--- src/rtl/puneh_arb_pkg.sv ---
// rtl/puneh_arb_pkg.sv - shared types and constants for the PUNEH memory arbiter
package puneh_arb_pkg;

    typedef enum logic [1:0] {
        IDLE   = 2'd0,
        ACCESS = 2'd1,
        DONE   = 2'd2
    } arb_state_t;

    localparam logic REQ_CPU = 1'b0;
    localparam logic REQ_DMA = 1'b1;

    localparam int DEF_AW      = 16;
    localparam int DEF_DW      = 16;
    localparam int DEF_TIMEOUT = 15;
    // Wide enough for the largest allowed TIMEOUT of 255.
    localparam int CNT_W       = 8;

endpackage

--- src/rtl/puneh_mem_arbiter_if.sv ---
// rtl/puneh_mem_arbiter_if.sv - requester and memory-side signal bundle for the arbiter
interface puneh_mem_arbiter_if #(
    parameter int AW = 16,
    parameter int DW = 16
);
    logic          req0;
    logic          req1;
    logic          we0;
    logic          we1;
    logic [AW-1:0] addr0;
    logic [AW-1:0] addr1;
    logic [DW-1:0] wdata0;
    logic [DW-1:0] wdata1;
    logic [DW-1:0] rdata0;
    logic [DW-1:0] rdata1;
    logic          ack0;
    logic          ack1;
    logic          err0;
    logic          err1;
    logic [1:0]    gnt;
    logic [AW-1:0] mem_addr;
    logic [DW-1:0] mem_wdata;
    logic          mem_read;
    logic          mem_write;
    logic [DW-1:0] mem_rdata;
    logic          mem_rdy;

    modport slave (
        input  req0, req1, we0, we1, addr0, addr1, wdata0, wdata1, mem_rdata, mem_rdy,
        output rdata0, rdata1, ack0, ack1, err0, err1, gnt,
               mem_addr, mem_wdata, mem_read, mem_write
    );

    modport master (
        output req0, req1, we0, we1, addr0, addr1, wdata0, wdata1, mem_rdata, mem_rdy,
        input  rdata0, rdata1, ack0, ack1, err0, err1, gnt,
               mem_addr, mem_wdata, mem_read, mem_write
    );

endinterface

--- src/rtl/puneh_arb_pick.sv ---
// rtl/puneh_arb_pick.sv - combinational winner select; PUNEH_ARB_CPU_PRIO_EN selects fixed CPU priority
module puneh_arb_pick
    import puneh_arb_pkg::*;
(
    input  logic i_req0,
    input  logic i_req1,
    input  logic i_last,
    output logic o_valid,
    output logic o_sel
);

    assign o_valid = i_req0 | i_req1;

`ifdef PUNEH_ARB_CPU_PRIO_EN
    logic w_unused_last;
    assign w_unused_last = i_last;

    assign o_sel = i_req0 ? REQ_CPU : REQ_DMA;
`else
    // On contention the requester not served last wins.
    always_comb begin
        o_sel = REQ_CPU;
        if (i_req0 && i_req1) begin
            o_sel = ~i_last;
        end else if (i_req1) begin
            o_sel = REQ_DMA;
        end
    end
`endif

endmodule

--- src/rtl/puneh_mem_arbiter.sv ---
// rtl/puneh_mem_arbiter.sv - two-requester arbiter for the PUNEH 16-bit memory port
// Build option: PUNEH_ARB_CPU_PRIO_EN gives requester 0 fixed priority instead of round-robin.
module puneh_mem_arbiter
    import puneh_arb_pkg::*;
#(
    parameter int AW      = DEF_AW,
    parameter int DW      = DEF_DW,
    parameter int TIMEOUT = DEF_TIMEOUT
) (
    input  logic                 clk,
    input  logic                 rst,
    puneh_mem_arbiter_if.slave   bus
);

    arb_state_t       r_state;
    arb_state_t       w_next;
    logic [CNT_W-1:0] r_cnt;
    logic             r_last;
    logic [AW-1:0]    r_mem_addr;
    logic [DW-1:0]    r_mem_wdata;
    logic             r_mem_read;
    logic             r_mem_write;
    logic [1:0]       r_gnt;
    logic             r_ack0;
    logic             r_ack1;
    logic             r_err0;
    logic             r_err1;
    logic [DW-1:0]    r_rdata0;
    logic [DW-1:0]    r_rdata1;

    logic             w_pick_vld;
    logic             w_pick_sel;
    logic             w_sel_we;
    logic             w_owner;
    logic             w_done_ok;
    logic             w_tmo;

    puneh_arb_pick u_pick (
        .i_req0  (bus.req0),
        .i_req1  (bus.req1),
        .i_last  (r_last),
        .o_valid (w_pick_vld),
        .o_sel   (w_pick_sel)
    );

    assign w_sel_we  = w_pick_sel ? bus.we1 : bus.we0;
    assign w_owner   = r_gnt[1];
    assign w_done_ok = (r_state == ACCESS) && bus.mem_rdy;
    // Completion beats the timeout when both land in the same cycle.
    assign w_tmo     = (r_state == ACCESS) && !bus.mem_rdy && (r_cnt == CNT_W'(TIMEOUT - 1));

    always_ff @(posedge clk or posedge rst) begin
        if (rst) begin
            r_state <= IDLE;
        end else begin
            r_state <= w_next;
        end
    end

    always_comb begin
        w_next = r_state;
        case (r_state)
            IDLE:    if (w_pick_vld) w_next = ACCESS;
            ACCESS:  if (w_done_ok || w_tmo) w_next = DONE;
            DONE:    w_next = IDLE;
            default: w_next = IDLE;
        endcase
    end

    always_ff @(posedge clk or posedge rst) begin
        if (rst) begin
            r_cnt       <= '0;
            r_last      <= REQ_DMA;
            r_mem_addr  <= '0;
            r_mem_wdata <= '0;
            r_mem_read  <= 1'b0;
            r_mem_write <= 1'b0;
            r_gnt       <= 2'b00;
            r_ack0      <= 1'b0;
            r_ack1      <= 1'b0;
            r_err0      <= 1'b0;
            r_err1      <= 1'b0;
            r_rdata0    <= '0;
            r_rdata1    <= '0;
        end else begin
            r_ack0 <= 1'b0;
            r_ack1 <= 1'b0;
            r_err0 <= 1'b0;
            r_err1 <= 1'b0;
            case (r_state)
                IDLE: begin
                    r_cnt <= '0;
                    if (w_pick_vld) begin
                        r_mem_addr  <= w_pick_sel ? bus.addr1 : bus.addr0;
                        r_mem_wdata <= w_pick_sel ? bus.wdata1 : bus.wdata0;
                        r_mem_read  <= ~w_sel_we;
                        r_mem_write <= w_sel_we;
                        r_gnt       <= w_pick_sel ? 2'b10 : 2'b01;
                    end
                end
                ACCESS: begin
                    r_cnt <= r_cnt + 1'b1;
                    if (w_done_ok || w_tmo) begin
                        r_mem_read  <= 1'b0;
                        r_mem_write <= 1'b0;
                        r_last      <= w_owner;
                        if (w_owner) begin
                            r_ack1 <= 1'b1;
                            r_err1 <= w_tmo;
                        end else begin
                            r_ack0 <= 1'b1;
                            r_err0 <= w_tmo;
                        end
                        if (w_done_ok && r_mem_read) begin
                            if (w_owner) r_rdata1 <= bus.mem_rdata;
                            else         r_rdata0 <= bus.mem_rdata;
                        end
                    end
                end
                DONE: begin
                    r_cnt <= '0;
                    r_gnt <= 2'b00;
                end
                default: begin
                    r_cnt <= '0;
                end
            endcase
        end
    end

    assign bus.mem_addr  = r_mem_addr;
    assign bus.mem_wdata = r_mem_wdata;
    assign bus.mem_read  = r_mem_read;
    assign bus.mem_write = r_mem_write;
    assign bus.gnt       = r_gnt;
    assign bus.ack0      = r_ack0;
    assign bus.ack1      = r_ack1;
    assign bus.err0      = r_err0;
    assign bus.err1      = r_err1;
    assign bus.rdata0    = r_rdata0;
    assign bus.rdata1    = r_rdata1;

endmodule

--- src/flat_wrapper.sv ---
// flat-port wrapper written by rule: the top's interface ports become plain ports
module puneh_mem_arbiter_flat import puneh_arb_pkg::*;
#(
    parameter int AW      = DEF_AW,
    parameter int DW      = DEF_DW,
    parameter int TIMEOUT = DEF_TIMEOUT
)
  (clk, rst, bus_req0, bus_req1, bus_we0, bus_we1, bus_addr0, bus_addr1, bus_wdata0, bus_wdata1, bus_mem_rdata, bus_mem_rdy, bus_rdata0, bus_rdata1, bus_ack0, bus_ack1, bus_err0, bus_err1, bus_gnt, bus_mem_addr, bus_mem_wdata, bus_mem_read, bus_mem_write);
  puneh_mem_arbiter_if #(.AW(AW), .DW(DW)) bus_i ();
  input  logic clk;
  input  logic rst;
  input wire logic [$bits(bus_i.req0)-1:0] bus_req0;
  input wire logic [$bits(bus_i.req1)-1:0] bus_req1;
  input wire logic [$bits(bus_i.we0)-1:0] bus_we0;
  input wire logic [$bits(bus_i.we1)-1:0] bus_we1;
  input wire logic [$bits(bus_i.addr0)-1:0] bus_addr0;
  input wire logic [$bits(bus_i.addr1)-1:0] bus_addr1;
  input wire logic [$bits(bus_i.wdata0)-1:0] bus_wdata0;
  input wire logic [$bits(bus_i.wdata1)-1:0] bus_wdata1;
  input wire logic [$bits(bus_i.mem_rdata)-1:0] bus_mem_rdata;
  input wire logic [$bits(bus_i.mem_rdy)-1:0] bus_mem_rdy;
  output wire logic [$bits(bus_i.rdata0)-1:0] bus_rdata0;
  output wire logic [$bits(bus_i.rdata1)-1:0] bus_rdata1;
  output wire logic [$bits(bus_i.ack0)-1:0] bus_ack0;
  output wire logic [$bits(bus_i.ack1)-1:0] bus_ack1;
  output wire logic [$bits(bus_i.err0)-1:0] bus_err0;
  output wire logic [$bits(bus_i.err1)-1:0] bus_err1;
  output wire logic [$bits(bus_i.gnt)-1:0] bus_gnt;
  output wire logic [$bits(bus_i.mem_addr)-1:0] bus_mem_addr;
  output wire logic [$bits(bus_i.mem_wdata)-1:0] bus_mem_wdata;
  output wire logic [$bits(bus_i.mem_read)-1:0] bus_mem_read;
  output wire logic [$bits(bus_i.mem_write)-1:0] bus_mem_write;
  assign bus_i.req0 = bus_req0;
  assign bus_i.req1 = bus_req1;
  assign bus_i.we0 = bus_we0;
  assign bus_i.we1 = bus_we1;
  assign bus_i.addr0 = bus_addr0;
  assign bus_i.addr1 = bus_addr1;
  assign bus_i.wdata0 = bus_wdata0;
  assign bus_i.wdata1 = bus_wdata1;
  assign bus_i.mem_rdata = bus_mem_rdata;
  assign bus_i.mem_rdy = bus_mem_rdy;
  assign bus_rdata0 = bus_i.rdata0;
  assign bus_rdata1 = bus_i.rdata1;
  assign bus_ack0 = bus_i.ack0;
  assign bus_ack1 = bus_i.ack1;
  assign bus_err0 = bus_i.err0;
  assign bus_err1 = bus_i.err1;
  assign bus_gnt = bus_i.gnt;
  assign bus_mem_addr = bus_i.mem_addr;
  assign bus_mem_wdata = bus_i.mem_wdata;
  assign bus_mem_read = bus_i.mem_read;
  assign bus_mem_write = bus_i.mem_write;
  puneh_mem_arbiter #(.AW(AW), .DW(DW), .TIMEOUT(TIMEOUT)) u_core (.clk(clk), .rst(rst), .bus(bus_i));
endmodule
--- config.mk ---
export PLATFORM = sky130hd
export DESIGN_NAME = puneh_mem_arbiter_flat
export DESIGN_NICKNAME = d
export VERILOG_FILES = /design/src/rtl/puneh_arb_pkg.sv /design/src/rtl/puneh_mem_arbiter_if.sv /design/src/rtl/puneh_arb_pick.sv /design/src/rtl/puneh_mem_arbiter.sv /design/src/flat_wrapper.sv
export SDC_FILE = /design/constraint.sdc
export NUM_CORES = 1
export LEC_CHECK = 0
export CAP_MARGIN = 10
export CORE_MARGIN = 4
export CORE_UTILIZATION = 44
export CTS_BUF_LIST = sky130_fd_sc_hd__clkbuf_4 sky130_fd_sc_hd__clkbuf_8 sky130_fd_sc_hd__clkbuf_16
export CTS_CLUSTER_DIAMETER = 100
export DETAILED_ROUTE_END_ITERATION = 8
export PLACE_DENSITY = 0.85
export SYNTH_ARGS = -nofsm -noshare
export SYNTH_HDL_FRONTEND = slang
export SYNTH_SLANG_ARGS = --single-unit
--- constraint.sdc ---
create_clock -name clk -period 3.7 [get_ports clk]
set_input_delay 0.555 -clock clk [delete_from_list [all_inputs] [get_ports clk]]
set_output_delay 0.555 -clock clk [all_outputs]
set_load 0.01 [all_outputs]
==> summary.md, run 1 <==
Finish
- 0 — antenna diode instance count
- 0.1247 — share of layout cells above drive strength 1
- 509 — nets
- 5288 um2 — post-route cell area
- 54.18% — signed area change from the synthesized netlist to the final layout
- 547 — fill cell total of the finished layout
- 524 — Layout Cells excl Fill
- 0.7137 — fin util

Detailed routing
- 9124 um — overall routed net length
- 6 — Detailed Routing Iterations Pass 1
- 5.302 — mean number of vias per cell
- 2,778 — total via count in the routed design
- 17.41 um — wire length per cell after detailed routing
- 0 — number of routed nets with antenna violations
- 0 — residual DRC count
- 101 — detailed router's first-iteration violation count

STA
- 470.2 MHz — Fmax
- 791.5 ps — Tightest Pin Transition
- 13.92 ps — worst clock skew on the final layout
- false — setup repair after global routing missed its margin
- 409.4 ps — final hold slack
- 2127 ps — minimum period implied by the final worst setup slack
- 0.5748 — final cycle utilization of the critical path
- 0 — final-report setup violation count
- 0 ps — total negative setup slack
- 0 — number of pins exceeding their max-slew limit in the final report
- 0.4706 — remaining max-slew budget at the tightest pin
- 0 — number of hold violations in the final report
- 1573 ps — worst setup margin

Yosys
- 3430 um2 — post-synthesis instance area
- 1.000 — async set-or-reset flop fraction in the synthesized netlist
- 13.14 um2 — Mapped Avg Cell Area
- 0 — total of warnings raised by yosys
- sky130_fd_sc_hd__dfrtp_1 (82), sky130_fd_sc_hd__and3_1 (34), sky130_fd_sc_hd__a221o_1 (32) — Post-synth top cells
- sky130_fd_sc_hd__dfrtp_1 (60%), sky130_fd_sc_hd__a221o_1 (9.3%), sky130_fd_sc_hd__mux2_2 (7.2%) — biggest area contributors in the synthesized netlist
- sky130_fd_sc_hd__dfrtp_1 — most used standard cell by instance count after synthesis
- 261 — Post-Syn Instances
- 0.6060 — fraction of the yosys area taken by sequential cells
- 0 — Post-synth EDFFs
- 37 — Unique masters post-synth
- 83 — total of flip-flops plus latches after synthesis
- 0.5983 — top cell type's share of synthesized area
- sky130_fd_sc_hd__dfrtp_1 — Yosys top cell by area
- 350 — Synth Net Count
- sky130_fd_sc_hd__dfrtp_1 — leading register cell type out of synthesis

Global route
- 0.2030 — overall global routing resource usage
- 0 — aggregate global routing overflow
- 2,861 — vias in the first global route
- 44 — pin count of the biggest net entering global routing
- 0 — initial antenna violation count
- 14,330 um — global-route wire length before repair

Worst setup path
- 16 — maximum fanout along the worst path
- 3930 ps — required time at the worst-slack endpoint
- 1570 ps — flop2flop setup slack
- flip-flop — element type at the critical path start
- 2350 ps — arrival time of data at the critical path endpoint
- reg2reg — critical path type
- flip-flop — crit path capture type

Place
- 0.7571 — final estimated routing congestion in global placement
- 508 — placed cell count
- 158 — Port Buffer Count
- 6863 um — DP HPWL
- 5107 um2 — cell area reported after detailed placement
- 1264 ps — minimum setup slack after placement

CTS
- 0 — post-CTS setup buffer count
- 9 — Num CTS Buffers
- 350 ps — latest clock arrival within the worst-skew pair
- sky130_fd_sc_hd__clkbuf_8 — root buffer cell
- 90 ps — Reg clk slew, reported paths
- yes — CTS tree
- 3 — H-Tree Depth
- 2 — clock tree buffer depth
- 0 — # resized after CTS
- 83 — number of sinks driven by the clock tree
- 0 — cts hold-fix bufs

Floorplan
- 159 — number of top-level pins
- 9271 um2 — die area
- 7408 um2 — Core Region
- 96.29 um — width of the die
- 31 — Rows
- 0.4629 — initial standard-cell utilization of the core
- 96.29 um — height of the die

Outcome
- finished, final reports clean — status

Power and ir drop
- 0.3185 mV — largest voltage drop on the vdd net
- 757.1 nW/um2 — ratio of total power to cell area
- 2.324 nW — static leakage
- 4.003 mW — overall power of the completed layout

Run
- 0 — max_cap viols

Worst hold path
- in2async — class of the tightest hold or removal check

final cells by class:
cell class | instances | area (um2) | share of cell area
Clock buffer | 10 | 131.4 | 0.02485
Timing Repair Buffer | 164 | 1627 | 0.3076
Multi-Input combinational cell | 156 | 1255 | 0.2373
Clock inverter | 6 | 48.80 | 0.009229
Sequential cell | 83 | 2078 | 0.3930
Tap cell | 99 | 123.9 | 0.02343
Inverter | 6 | 23.77 | 0.004496
report_power, final:
part	internal, mW	total [mW]	switching, mW
Combinational	1.09	1.84	0.752
Sequential	1.31	1.57	0.261
Clock	0.258	0.591	0.333
Total	2.66	4.00	1.34
state kept, by name (all words and copies together), names as in the netlist:
name	cells
u_core.bus.rdata0	16
u_core.bus.err0	1
u_core.bus.mem_write	1
u_core.bus.err1	1
u_core.r_cnt	8
u_core.r_last	1
u_core.bus.ack0	1
u_core.bus.gnt	2
u_core.bus.mem_wdata	16
u_core.bus.rdata1	16
u_core.r_state	2
u_core.bus.ack1	1
u_core.bus.mem_read	1
u_core.bus.mem_addr	16
routing by layer:
layer / routed length (um) / track usage / share of wire / up-vias
li1: - / - / - / 1290
met1: 3630 / 0.2565 / 0.40 / 1340
met2: 4459 / 0.3353 / 0.49 / 139
met3: 943 / 0.06802 / 0.10 / 9
met4: 90 / 0.05095 / 0.0099 / 0
met5: 0 / 0 / 0 / -
cells by family (layout without fill, tap and decap cells):
group / after synthesis / count (layout) / synth area share
DFF: 83 / 83 / 0.6060
muxes: 32 / 32 / 0.1051
adders and majority gates: 2 / 2 / 0.007295
and+or+nand+nor: 71 / 71 / 0.1178
xor gates and xnor gates: 6 / 6 / 0.01532
buffers and inverters: 22 / 186 / 0.02882
AOI/OAI and AO/OA: 45 / 45 / 0.1197
critical path, cell delays in order (launching register included):
cell and delay (ps):
sky130_fd_sc_hd__dfrtp_1 480, sky130_fd_sc_hd__nand2b_1 340, sky130_fd_sc_hd__nor3_4 760, sky130_fd_sc_hd__mux2_2 420
cell usage in the layout (no fill, tap or decap), types with 2 or more instances in the layout:
cell type and n:
sky130_fd_sc_hd__a21oi_1 2, sky130_fd_sc_hd__inv_1 5, sky130_fd_sc_hd__nand2_1 8, sky130_fd_sc_hd__clkinvlp_4 3
sky130_fd_sc_hd__nand4_1 2, sky130_fd_sc_hd__nand2b_1 2, sky130_fd_sc_hd__inv_6 3, sky130_fd_sc_hd__nor2_1 12
sky130_fd_sc_hd__clkdlybuf4s50_1 158, sky130_fd_sc_hd__xnor2_1 2, sky130_fd_sc_hd__nor3_1 3, sky130_fd_sc_hd__o21ai_0 3
sky130_fd_sc_hd__clkbuf_8 9, sky130_fd_sc_hd__a221o_1 32, sky130_fd_sc_hd__xor2_1 4, sky130_fd_sc_hd__buf_4 6
sky130_fd_sc_hd__and3_1 34, sky130_fd_sc_hd__ha_1 2, sky130_fd_sc_hd__nor2_2 2, sky130_fd_sc_hd__nand3_1 2
sky130_fd_sc_hd__mux2_2 22, sky130_fd_sc_hd__dfrtp_1 82, sky130_fd_sc_hd__mux2_1 10
path summary, 6_finish.rpt:
path	start	endpoint	cells after the start
setup / recovery	u_core.r_state[0]	u_core.bus.rdata0[5]	3
hold / removal	rst	u_core.bus.rdata1[7]	2
setup reg to reg	u_core.r_state[0]	u_core.bus.rdata0[5]	3
hold reg to reg	u_core.bus.rdata0[10]	u_core.bus.rdata0[10]	1
max in group asynchronous	rst	u_core.r_last	3
min in group clk	u_core.bus.rdata0[10]	u_core.bus.rdata0[10]	1
Power figures use the tool's default switching activity.
==> run 2, diff against run 1 <==
--- a/config.mk
+++ b/config.mk
@@ -7,11 +7,11 @@
 export LEC_CHECK = 0
 export CAP_MARGIN = 10
 export CORE_MARGIN = 4
-export CORE_UTILIZATION = 44
+export CORE_UTILIZATION = 37
 export CTS_BUF_LIST = sky130_fd_sc_hd__clkbuf_4 sky130_fd_sc_hd__clkbuf_8 sky130_fd_sc_hd__clkbuf_16
 export CTS_CLUSTER_DIAMETER = 100
 export DETAILED_ROUTE_END_ITERATION = 8
-export PLACE_DENSITY = 0.85
+export PLACE_DENSITY = 0.76
 export SYNTH_ARGS = -nofsm -noshare
 export SYNTH_HDL_FRONTEND = slang
 export SYNTH_SLANG_ARGS = --single-unit
==> constraint.sdc (replaced) <==
create_clock -name clk -period 1.9 [get_ports clk]
set_input_delay 0.285 -clock clk [delete_from_list [all_inputs] [get_ports clk]]
set_output_delay 0.285 -clock clk [all_outputs]
set_load 0.01 [all_outputs]
==> run 2 against run 1 <==
  * Clock power rose by 140%
  * Cell count is 3.1% higher
  * Via count grew 1.9%
  * Total power increased by 100%
  * Count of clock-buffer cells in the layout decreased by 1
  * Critical path type is now reg2out
  * Combinational power is 100% higher
  * Critical path depth is 2 lower
  * Utilization fell by 9.8 points
  * Cell area up 3.0%
  * Setup slack got worse by 1400 ps
  * Wire length about the same
  * Sequential share of layout area shrank 1.2 points
==> summary.md, run 2 (synthesis gave the netlist of run 1 again) <==
Place
- 5224 um2 — cell area reported after detailed placement, +2.3%
- 99.62 ps — minimum setup slack after placement, -1164 ps
- 158 — Port Buffer Count, unchanged
- 0.7649 — final estimated routing congestion in global placement, +1.0%
- 6955 um — DP HPWL, +1.3%

Floorplan
- 10,870 um2 — die area, +17%
- 159 — number of top-level pins, unchanged
- 104.3 um — width of the die, +8.3%
- 0.3876 — initial standard-cell utilization of the core, -0.07534
- 8848 um2 — Core Region, +19%
- 34 — Rows, +9.7%
- 104.3 um — height of the die, +8.3%

CTS
- 90 ps — Reg clk slew, reported paths, about the same
- sky130_fd_sc_hd__clkbuf_8 — root buffer cell
- 3 — H-Tree Depth, unchanged
- 0 — post-CTS setup buffer count, unchanged
- 0 — # resized after CTS, unchanged
- 2 — clock tree buffer depth, unchanged
- 83 — number of sinks driven by the clock tree, unchanged
- 0 — cts hold-fix bufs, unchanged
- yes — CTS tree
- 350 ps — latest clock arrival within the worst-skew pair, about the same
- 9 — Num CTS Buffers, unchanged

Worst setup path
- 6 — depth of the most critical reg-to-reg path, +3
- u_core.r_last — end of the worst register-to-register path
- u_core.bus.gnt[1] — launching instance or port of the critical path
- clkdlybuf4s50_1 — cells along the critical path
- 1620 ps — required time at the worst-slack endpoint, -2310 ps
- bus_gnt[1] — end point of the critical path
- 1460 ps — arrival time of data at the critical path endpoint, -890 ps
- 620 ps — Critical Path Max Stage Delay, -140 ps
- reg2out — critical path type
- buffers and inverters — cell type group with the largest total delay on the critical path
- 7 — maximum fanout along the worst path, -9
- output port — crit path capture type
- 1 — Worst Path Buf+Inv, +1
- 260 ps — flop2flop setup slack, -1310 ps
- sky130_fd_sc_hd__clkdlybuf4s50_1 — slowest cell on the critical path
- u_core.r_cnt[0] — launch instance of the worst register-to-register path
- flip-flop — element type at the critical path start
- 1 — number of logic stages on the critical path including buffering, -2

Power and ir drop
- 8.113 mW — overall power of the completed layout, +100%
- 0.3209 — switching share of power, -0.01499
- 1489 nW/um2 — ratio of total power to cell area, +97%
- 5.510 mW — Int Power, +110%
- 0.453 — share of total power in combinational logic, -0.008
- 2.604 mW — net switching component of the power, +94%
- 0.6123 mV — largest voltage drop on the vdd net, +92%
- 0.174 — proportion of power drawn by the clock network, +0.026
- 2.388 nW — static leakage, +2.7%
- 0.372 — Sequential Power Share, -0.020

STA
- 432.3 ps — Tightest Pin Transition, -359.2 ps
- 0 ps — total negative setup slack, unchanged
- 0 — final-report setup violation count, unchanged
- 0 — number of pins exceeding their max-slew limit in the final report, unchanged
- 0.7118 — remaining max-slew budget at the tightest pin, +0.2412
- 11.77 ps — worst clock skew on the final layout, -2.152 ps
- 0 — number of hold violations in the final report, unchanged
- 1749 ps — minimum period implied by the final worst setup slack
- false — setup repair after global routing missed its margin
- 151.0 ps — worst setup margin, -1422 ps
- 571.8 MHz — Fmax
- 0.9205 — final cycle utilization of the critical path

Finish
- 516 — nets, +1.4%
- 0.1389 — share of layout cells above drive strength 1, +0.01418
- 0 — antenna diode instance count, unchanged
- 58.85% — signed area change from the synthesized netlist to the final layout
- sky130_fd_sc_hd__clkdlybuf4s50_1 — most common library cell in the layout ignoring fill and taps
- 5448 um2 — post-route cell area, +3.0%
- sky130_fd_sc_hd__clkdlybuf4s50_1 (158), sky130_fd_sc_hd__dfrtp_1 (82), sky130_fd_sc_hd__and3_1 (34) — leading cell types in the layout, fill and taps excluded

Detailed routing
- 2,830 — total via count in the routed design, +1.9%
- 0 — number of routed nets with antenna violations, unchanged
- 16.89 um — wire length per cell after detailed routing, -3.0%
- 9119 um — overall routed net length, about the same
- 5.241 — mean number of vias per cell, -1.1%
- 93 — detailed router's first-iteration violation count, -7.9%
- 4 — Detailed Routing Iterations Pass 1, -2
- 0 — residual DRC count, unchanged

Global route
- 0 — initial antenna violation count, unchanged
- 84 — pin count of the biggest net entering global routing, +91%
- 2,996 — vias in the first global route, +4.7%
- 0 — aggregate global routing overflow, unchanged
- 0.1704 — overall global routing resource usage, -0.03263
- 14,850 um — global-route wire length before repair, +3.6%

Worst hold path
- in2async — class of the tightest hold or removal check

Run
- 0 — max_cap viols, unchanged

Outcome
- finished, final reports clean — status

[run 2: layout make-up]
cell class	instances	area [um2]
repair buffers	171	1729
multi-input cells	156	1255
clock buffers	9	123.9
flip-flops and latches	83	2078
inverters	6	26.28
well taps	108	135.1
fillers	731	3401
clock inverters	7	100.1
[run 2: routing by layer]
layer	vias up	share of wire	global-route usage
li1	1304	-	-
met4	0	0.014	0.05413
met5	-	0	0
met3	10	0.091	0.06580
met1	1375	0.42	0.2073
met2	141	0.48	0.2786
[run 2: power groups by stage]
stage / registers (mW) / clock network, mW / logic (mW)
2_1_floorplan: 3.33 / 0 / 1.30
3_3_place_gp: 3.03 / 0 / 3.66
3_5_place_dp: 3.05 / 0 / 3.74
4_1_cts: 3.03 / 1.46 / 3.74
5_1_grt: 3.14 / 1.54 / 3.95
6_report: 3.02 / 1.41 / 3.68
[run 2: worst min-delay path by stage]
stage,slack (ps),end,from,cells after the start
after floorplan,360,u_core.bus.err0,bus_mem_rdy,1
after global placement,470,u_core.bus.rdata0[3],u_core.bus.rdata0[3],1
after detailed placement,470,u_core.bus.rdata0[13],u_core.bus.rdata0[13],1
after CTS,420,u_core.bus.rdata0[4],rst,3
after global routing,430,u_core.bus.rdata0[4],rst,3
final,390,u_core.bus.rdata1[4],rst,3
[run 2: worst min-delay path, delay by kind of cell]
| kind | cells | cell delay (ps) |
|---|---|---|
| buffers and inverters | 3 | 900 |
[run 2: metrics by stage]
stage	cells	utilization	hold WS [ps]
finish	540	0.6157	392.7
global route	540	0.6157	433.7
CTS	540	0.6157	416.3
detailed placement	524	0.5904	473.7
global placement	524	0.5904	466.6
floorplan	261	-	357.7
==> run 3, diff against run 2 <==
--- a/config.mk
+++ b/config.mk
@@ -7,11 +7,12 @@
 export LEC_CHECK = 0
 export CAP_MARGIN = 10
 export CORE_MARGIN = 4
-export CORE_UTILIZATION = 37
+export CORE_UTILIZATION = 44
 export CTS_BUF_LIST = sky130_fd_sc_hd__clkbuf_4 sky130_fd_sc_hd__clkbuf_8 sky130_fd_sc_hd__clkbuf_16
 export CTS_CLUSTER_DIAMETER = 100
 export DETAILED_ROUTE_END_ITERATION = 8
-export PLACE_DENSITY = 0.76
+export PLACE_DENSITY = 0.85
+export SETUP_SLACK_MARGIN = 0.02
 export SYNTH_ARGS = -nofsm -noshare
 export SYNTH_HDL_FRONTEND = slang
 export SYNTH_SLANG_ARGS = --single-unit
==> constraint.sdc (replaced) <==
create_clock -name clk -period 2.15 [get_ports clk]
set_input_delay 0.3225 -clock clk [delete_from_list [all_inputs] [get_ports clk]]
set_output_delay 0.3225 -clock clk [all_outputs]
set_load 0.01 [all_outputs]
==> run 3 against run 2 <==
  * Worst hold slack improved by 43 ps
  * Die area fell by 15%
  * First-iteration DRC count down 11%
  * Flip-flop and latch count did not move
  * Setup slack better by 190 ps
  * Via count decreased by 0.57%
  * Clock skew is 3.2 ps lower
  * Cell count shrank 2.4%
  * Cell area shrank 1.1%
  * Non-clock buffer count down 2
  * Largest cell class unchanged
==> summary.md, run 3 (synthesis gave the netlist of run 1 again) <==
Floorplan
- 7408 um2 — Core Region, -16%
- 159 — number of top-level pins, unchanged
- 9271 um2 — die area, -15%
- 31 — Rows, -8.8%
- 96.29 um — height of the die, -7.7%
- 96.29 um — width of the die, -7.7%
- 0.4629 — initial standard-cell utilization of the core, +0.07534

Worst setup path
- u_core.r_cnt[0] — launch instance of the worst register-to-register path
- 6 — depth of the most critical reg-to-reg path, unchanged
- u_core.r_last — end point of the critical path
- sky130_fd_sc_hd__dfrtp_1 — slowest cell on the critical path
- 420 ps — Critical Path Max Stage Delay, -200 ps
- 350 ps — flop2flop setup slack, +90 ps
- reg2reg — critical path type
- 2060 ps — arrival time of data at the critical path endpoint, +600 ps
- u_core.r_cnt[0] — launching instance or port of the critical path
- flip-flop — element type at the critical path start
- 2400 ps — required time at the worst-slack endpoint, +780 ps
- u_core.r_last — end of the worst register-to-register path
- flip-flop — crit path capture type
- 5 — maximum fanout along the worst path, -2
- inv_1 -> ha_1 -> nor4b_1 -> a31oi_1 -> nor2_1 -> o22ai_1 — cells along the critical path

Detailed routing
- 0 — residual DRC count, unchanged
- 2,814 — total via count in the routed design, -0.57%
- 17.20 um — wire length per cell after detailed routing, +1.9%
- 9065 um — overall routed net length, -0.59%
- 83 — detailed router's first-iteration violation count, -11%
- 4 — Detailed Routing Iterations Pass 1, unchanged
- 0 — number of routed nets with antenna violations, unchanged
- 5.340 — mean number of vias per cell, +1.9%

Place
- 158 — Port Buffer Count, unchanged
- 5177 um2 — cell area reported after detailed placement, -0.89%
- 0.8021 — final estimated routing congestion in global placement, +4.9%
- -205.9 ps — minimum setup slack after placement, -305.5 ps
- 6666 um — DP HPWL, -4.2%

Finish
- 0 — antenna diode instance count, unchanged
- 57.02% — signed area change from the synthesized netlist to the final layout
- 0.1308 — share of layout cells above drive strength 1, -0.008048
- sky130_fd_sc_hd__clkdlybuf4s50_1 (158), sky130_fd_sc_hd__dfrtp_1 (82), sky130_fd_sc_hd__and3_1 (34) — leading cell types in the layout, fill and taps excluded
- sky130_fd_sc_hd__clkdlybuf4s50_1 — most common library cell in the layout ignoring fill and taps
- 514 — nets, -0.39%
- 5385 um2 — post-route cell area, -1.1%

STA
- 0.6056 — remaining max-slew budget at the tightest pin, -0.1062
- 0 — final-report setup violation count, unchanged
- 0 — number of pins exceeding their max-slew limit in the final report, unchanged
- false — setup repair after global routing missed its margin
- 8.525 ps — worst clock skew on the final layout, -3.245 ps
- 1805 ps — minimum period implied by the final worst setup slack
- 435.7 ps — final hold slack, +42.96 ps
- 554.1 MHz — Fmax
- 0 — number of hold violations in the final report, unchanged
- 0 ps — total negative setup slack, unchanged
- 345.4 ps — worst setup margin, +194.4 ps
- 590.9 ps — Tightest Pin Transition, +158.6 ps
- 0.8394 — final cycle utilization of the critical path

Power and ir drop
- 2.370 nW — static leakage, -0.75%
- 1297 nW/um2 — ratio of total power to cell area, -13%
- 0.9425 mV — largest voltage drop on the vdd net, +54%

CTS
- 3 — H-Tree Depth, unchanged
- 0 — cts hold-fix bufs, unchanged
- 80 ps — Reg clk slew, reported paths, about the same
- 0 — post-CTS setup buffer count, unchanged
- 350 ps — latest clock arrival within the worst-skew pair, about the same
- sky130_fd_sc_hd__clkbuf_8 — root buffer cell
- 83 — number of sinks driven by the clock tree, unchanged
- yes — CTS tree
- 9 — Num CTS Buffers, unchanged
- 0 — # resized after CTS, unchanged
- 2 — clock tree buffer depth, unchanged

Global route
- 0 — initial antenna violation count, unchanged
- 0.1980 — overall global routing resource usage, +0.02756
- 13,860 um — global-route wire length before repair, -6.7%
- 2,843 — vias in the first global route, -5.1%
- 84 — pin count of the biggest net entering global routing, unchanged
- 0 — aggregate global routing overflow, unchanged

Run
- 0 — max_cap viols, unchanged

Worst hold path
- in2async — class of the tightest hold or removal check

Outcome
- finished, final reports clean — status

==> run 3: changes by cell type in the layout (fill, tap and decap cells not counted), sizes merged <==
cell,before,now
bufinv,2,1
clkinvlp,4,2
inv,7,5
clkinv,0,3
buf,13,11
==> run 3: through the flow <==
| stage | power (mW) | util | std cells |
|---|---|---|---|
| floorplan | 4.097 | - | 261 |
| global placement | 5.848 | 0.6989 | 512 |
| detailed placement | 5.969 | 0.6989 | 512 |
| CTS | 7.024 | 0.7232 | 526 |
| global route | 7.434 | 0.7269 | 527 |
| finish | 6.986 | 0.7269 | 527 |
==> run 3: report_power, final <==
group	leakage, nW	internal (mW)	switching (mW)
logic	1.25	1.95	1.32
clock network	0.0909	0.521	0.523
registers	1.03	2.25	0.417
==> run 3: critical path, delay by kind of cell (launching register included) <==
family	cells	cell delay, ps
buf+inv	1	80
fa+ha+maj	1	150
flops	1	420
simple gates	2	660
compound gates	2	410
==> run 3: metal layers <==
layer,global-route usage,part of all wire,vias up
met5,0,0,-
met4,0.07583,0.017,0
met3,0.07584,0.11,13
met2,0.3226,0.47,145
met1,0.2365,0.41,1361
li1,-,-,1295
==> run 3: worst min-delay path by stage <==
stage | startpoint | endpoint | depth (start not counted)
5_1_grt | rst | u_core.bus.rdata1[0] | 3
4_1_cts | rst | u_core.bus.mem_addr[6] | 3
3_5_place_dp | u_core.bus.rdata0[0] | u_core.bus.rdata0[0] | 1
3_3_place_gp | u_core.bus.rdata0[13] | u_core.bus.rdata0[13] | 1
6_report | rst | u_core.bus.mem_addr[4] | 3
2_1_floorplan | bus_mem_rdy | u_core.bus.err0 | 1
==> run 3: area by class of cell <==
type                    count  area (um2)
clock buffers               9       123.9
fillers                   510        2023
well taps                  99       123.9
clock inverters             5       56.30
repair buffers            169        1722
flip-flops and latches     83        2078
multi-input cells         156        1255
inverters                   6       26.28
